`src/rtl/cache_fill_fsm.sv`:
```
// Cache miss handler: streams one 8-word block from main memory into the data array
// and writes the matching tag when the final word lands.
module cache_fill_fsm #(
   parameter int WORDS  = 8,
   parameter int BLOCKS = 128,
   parameter int TAG_W  = 5
) (
   input  logic              clk,
   input  logic              rst_n,
   input  logic              miss_detected,
   input  logic [15:0]       miss_address,
   input  logic              memory_data_valid,
   input  logic [15:0]       memory_data,
   output logic              fsm_busy,
   output logic              mem_read,
   output logic [15:0]       memory_address,
   output logic              write_data_array,
   output logic [BLOCKS-1:0] block_enable,
   output logic [WORDS-1:0]  word_enable,
   output logic [15:0]       data_out,
   output logic              write_tag_array,
   output logic [TAG_W-1:0]  tag_out
);

   localparam int CNT_W = $clog2(WORDS) + 1;
   localparam int OFS_W = $clog2(WORDS) + 1;
   localparam int IDX_W = $clog2(BLOCKS);
   localparam logic [CNT_W-1:0] FULL = CNT_W'(WORDS);
   localparam logic [CNT_W-1:0] LAST = CNT_W'(WORDS - 1);

   typedef enum logic {S_IDLE, S_FILL} state_t;

   state_t           r_state;
   state_t           w_state_nxt;
   logic [15:0]      r_base;
   logic [15:0]      w_base_nxt;
   logic [CNT_W-1:0] r_issue_cnt;
   logic [CNT_W-1:0] w_issue_nxt;
   logic [CNT_W-1:0] r_recv_cnt;
   logic [CNT_W-1:0] w_recv_nxt;
   logic             w_unused_ofs;

   // The byte offset within a block never matters: fills always start at word 0.
   assign w_unused_ofs = ^miss_address[OFS_W-1:0];

   always_ff @(posedge clk or negedge rst_n) begin
      if (!rst_n) begin
         r_state     <= S_IDLE;
         r_base      <= '0;
         r_issue_cnt <= '0;
         r_recv_cnt  <= '0;
      end else begin
         r_state     <= w_state_nxt;
         r_base      <= w_base_nxt;
         r_issue_cnt <= w_issue_nxt;
         r_recv_cnt  <= w_recv_nxt;
      end
   end

   always_comb begin
      w_state_nxt      = r_state;
      w_base_nxt       = r_base;
      w_issue_nxt      = r_issue_cnt;
      w_recv_nxt       = r_recv_cnt;
      fsm_busy         = 1'b0;
      mem_read         = 1'b0;
      memory_address   = '0;
      write_data_array = 1'b0;
      block_enable     = '0;
      word_enable      = '0;
      write_tag_array  = 1'b0;
      tag_out          = '0;
      data_out         = memory_data;

      case (r_state)
         S_IDLE: begin
            // Stall in the miss cycle itself, but never while reset is held.
            fsm_busy = miss_detected & rst_n;
            if (miss_detected) begin
               w_state_nxt = S_FILL;
               w_base_nxt  = {miss_address[15:OFS_W], {OFS_W{1'b0}}};
               w_issue_nxt = '0;
               w_recv_nxt  = '0;
            end
         end

         S_FILL: begin
            fsm_busy       = 1'b1;
            block_enable   = BLOCKS'(1) << r_base[OFS_W +: IDX_W];
            tag_out        = r_base[15 -: TAG_W];
            memory_address = r_base + 16'({r_issue_cnt, 1'b0});
            if (r_issue_cnt < FULL) begin
               mem_read    = 1'b1;
               w_issue_nxt = r_issue_cnt + 1'b1;
            end
            // Returns are in order, so the receive count alone selects the word.
            if (r_recv_cnt < FULL) begin
               word_enable = WORDS'(1) << r_recv_cnt[CNT_W-2:0];
               if (memory_data_valid) begin
                  write_data_array = 1'b1;
                  w_recv_nxt       = r_recv_cnt + 1'b1;
                  if (r_recv_cnt == LAST) begin
                     write_tag_array = 1'b1;
                     w_state_nxt     = S_IDLE;
                  end
               end
            end
         end

         default: w_state_nxt = S_IDLE;
      endcase
   end

endmodule

```
`config.mk`:
```
export PLATFORM = sky130hd
export DESIGN_NAME = cache_fill_fsm
export DESIGN_NICKNAME = d
export VERILOG_FILES = /design/src/rtl/cache_fill_fsm.sv
export SDC_FILE = /design/constraint.sdc
export NUM_CORES = 1
export LEC_CHECK = 0
export BUFFER_PORTS_ARGS = -buffer_cell sky130_fd_sc_hd__buf_2
export CAP_MARGIN = 20
export CORE_AREA = 2 2 83 85
export DETAILED_ROUTE_END_ITERATION = 8
export DIE_AREA = 0 0 85 87
export PLACE_DENSITY = 0.8
export SKIP_CTS_REPAIR_TIMING = 1
export SYNTH_ARGS = -nofsm -noshare
export SYNTH_HDL_FRONTEND = slang
export SYNTH_SLANG_ARGS = --single-unit
```
`constraint.sdc`:
```
create_clock -name clk -period 2.34 [get_ports clk]
set_clock_uncertainty 0.15 [all_clocks]
set_input_delay 0.468 -clock clk [delete_from_list [all_inputs] [get_ports clk]]
set_output_delay 0.468 -clock clk [all_outputs]
set_load 0.01 [all_outputs]
```
==> flow_summary.json <==
{
  "status": "finished, violations left",
  "violations": "setup timing",
  "synthArstFlopShare_pct": 100,
  "clk_latency_ns": 0.26,
  "period_share_pct": 105,
  "min_period_ns": 2.46,
  "synth_fp_nets": 382,
  "core_area_mm2": 0.00657,
  "synth_edf_count": 0,
  "area_growth_pct": 48.9,
  "diodes": 0,
  "synth_largest_area_cell": "nor2_1",
  "drcViolationCount": 0,
  "crit_path_end_kind": "primary output",
  "synth_common_cells": "nor2_1 (151), nand2_1 (25), buf_4 (24)",
  "finalHoldViolCount": 0,
  "die_x_um": 85,
  "synthTopCellsByArea": "nor2_1 (26%), dfrtp_1 (24%), buf_4 (8.3%)",
  "initial_core_util_pct": 33.2,
  "io_buffer_count": 175,
  "layout-drive-gt1-share_pct": 48.1,
  "antenna_found_initial": 0,
  "io-pin-count": 213,
  "max_cap_violations": 0,
  "power_density_mw_per_mm2": 556,
  "hpwl_um": 6330,
  "antenna_left": 0,
  "grt_usage_pct": 20.7,
  "yosys_warnings": 0,
  "initialDrtViolationCount": 162,
  "cp_max_fo": 5,
  "preCtsSetupSlack_ns": 0.0195,
  "synth-main-ff-cell": "dfrtp_1",
  "grt_first_pass_wirelength_um": 12300,
  "wirelength_um": 8330,
  "cts_tree": "done",
  "grt_max_degree": 22,
  "cts_root_buffer": "clkbuf_8",
  "worst-setup-path-type": "flip-flop to primary output",
  "grt-ovfl-total": 0,
  "hp-class": "input pin to async pin",
  "final_cells": 583,
  "worstPathRequired_ns": 1.72,
  "tns_ns": -0.655,
  "via_count": 2829,
  "cp.arrival_ns": 1.85,
  "via_per_inst": 4.85,
  "clk_pin_slew_ns": 0.08,
  "r2r_slack_ns": 0.69,
  "postSynthAreaPerCell_um2": 6.48,
  "rr_startpoint": "r_state$_DFF_PN0_",
  "rows": 30,
  "rsz0062_at_grt": "yes",
  "ir_drop_v": 0.000465,
  "dp_cells": 577,
  "gp_congestion": 0.765,
  "placed_cell_area_mm2": 0.00309,
  "synthDistinctLibCells": 34,
  "synthCells": 337,
  "critPathLaunch": "r_issue_cnt[3]$_DFFE_PN0P_",
  "cts_buffers": 3,
  "htreeDepth": 1,
  "synth.top_cell.area_share_pct": 26.0,
  "synth_seq_cells": 21,
  "fin_ws_ns": -0.124,
  "start_kind": "flip-flop",
  "worstReg2RegEnd": "r_base[13]$_DFFE_PN0P_",
  "crit_end": "memory_address[14]",
  "syn_area_mm2": 0.00218,
  "fp.dieH_um": 87,
  "r2r_cells": 4,
  "dr.pass1.iters": 4,
  "leakagePower_nw": 1.80,
  "clock_sinks": 21,
  "finalSetupViolCount": 14,
  "synth_most_common_cell": "nor2_1",
  "final_cell_area_mm2": 0.00325,
  "detail_route.wl_per_cell_um": 14.3,
  "slew_viol_final": 0,
  "fmax_mhz": 406,
  "grt_pass1_vias": 2337,
  "final_nets": 549,
  "ys_seq_area_share_pct": 24.1,
  "clockBufferDepth": 2,
  "fp.dieArea_mm2": 0.00740
}
## critical path: stages, from the launching register on
cell	delay, ns
dfrtp_1	0.37
ha_2	0.20
ha_2	0.21
nand3_4	0.12
nor3_2	0.18
mux2_2	0.35
buf_2	0.14
## flip-flops by register name, indices dropped and copies added, names as in the netlist
signal       count
r_base          12
r_issue_cnt      4
r_recv_cnt       4
r_state          1
## worst min-delay path by stage
stage          start                          to  slack, ns
2_1_floorplan  rst_n      r_base[10]$_DFFE_PN0P_       0.02
6_report       rst_n      r_base[15]$_DFFE_PN0P_       0.04
5_1_grt        rst_n      r_base[14]$_DFFE_PN0P_       0.05
4_1_cts        rst_n  r_issue_cnt[1]$_DFFE_PN0P_       0.05
3_5_place_dp   rst_n      r_base[15]$_DFFE_PN0P_       0.33
3_3_place_gp   rst_n      r_base[15]$_DFFE_PN0P_       0.32
## power breakdown
part | switching (mW) | leakage, nW | total (mW) | internal (mW)
Sequential | 0.126 | 0.242 | 0.583 | 0.457
Clock | 0.122 | 0.0228 | 0.244 | 0.121
Combinational | 0.579 | 1.53 | 0.980 | 0.401
Total | 0.827 | 1.80 | 1.81 | 0.980
## cell type report
| type | instances | area, um2 |
|---|---|---|
| Inverter | 8 | 30.0 |
| Multi-Input combinational cell | 273 | 1480 |
| Timing Repair Buffer | 197 | 1060 |
| Sequential cell | 21 | 531 |
| Fill cell | 651 | 3320 |
| Clock buffer | 4 | 45.0 |
| Tap cell | 80 | 100 |
## layout by cell type, fill, tap and decap left out, drive strengths merged
cell and instances:
nand3b 1, nand2b 1, and3 1, nand3 15, nor3 4, a22o 1, o21ai 6, clkbuf 4
nor2b 7, mux2 14, and2b 3, inv 7, conb 1, ha 9, o22ai 2, a21oi 4
nor2 151, dfrtp 21, nor4 1, mux2i 2, and2 11, or3 3, nand4 3, a21o 1
nand2 25, xnor2 3, buf 197, xor2 2, o32ai 1, clkinv 1, a31oi 1
## kinds of logic (layout without fill, tap and decap cells)
kind of cell | count (synthesis) | in the layout | synth area share (%)
DFF | 21 | 21 | 24.1
and+or+nand+nor | 226 | 226 | 44.0
other | 1 | 1 | 0.172
xor gates and xnor gates | 5 | 5 | 2.01
adders and majority gates | 9 | 9 | 5.16
muxes | 16 | 16 | 8.14
AOI/OAI and AO/OA | 16 | 16 | 4.30
buffers and inverters | 43 | 209 | 12.1
## routing by layer
metal  global-route usage, %  share of wire [%]  routed length [um]
met2                    36.0                 49                4060
met5                       0                  0                   0
met1                    26.7                 41                3450
met3                    4.45                9.4                 780
met4                    3.90               0.47                  39
## metrics by stage
stage                     util (%)  hold WS [ns]  total power, mW
after global routing          49.5        0.0528             1.96
after CTS                     47.7        0.0506             1.76
after detailed placement      47.0         0.335             1.51
final                         49.5        0.0362             1.81
after global placement        47.0         0.319             1.47
after floorplan                  -        0.0224             1.17
No activity file was read; power rests on OpenSTA's default activity.
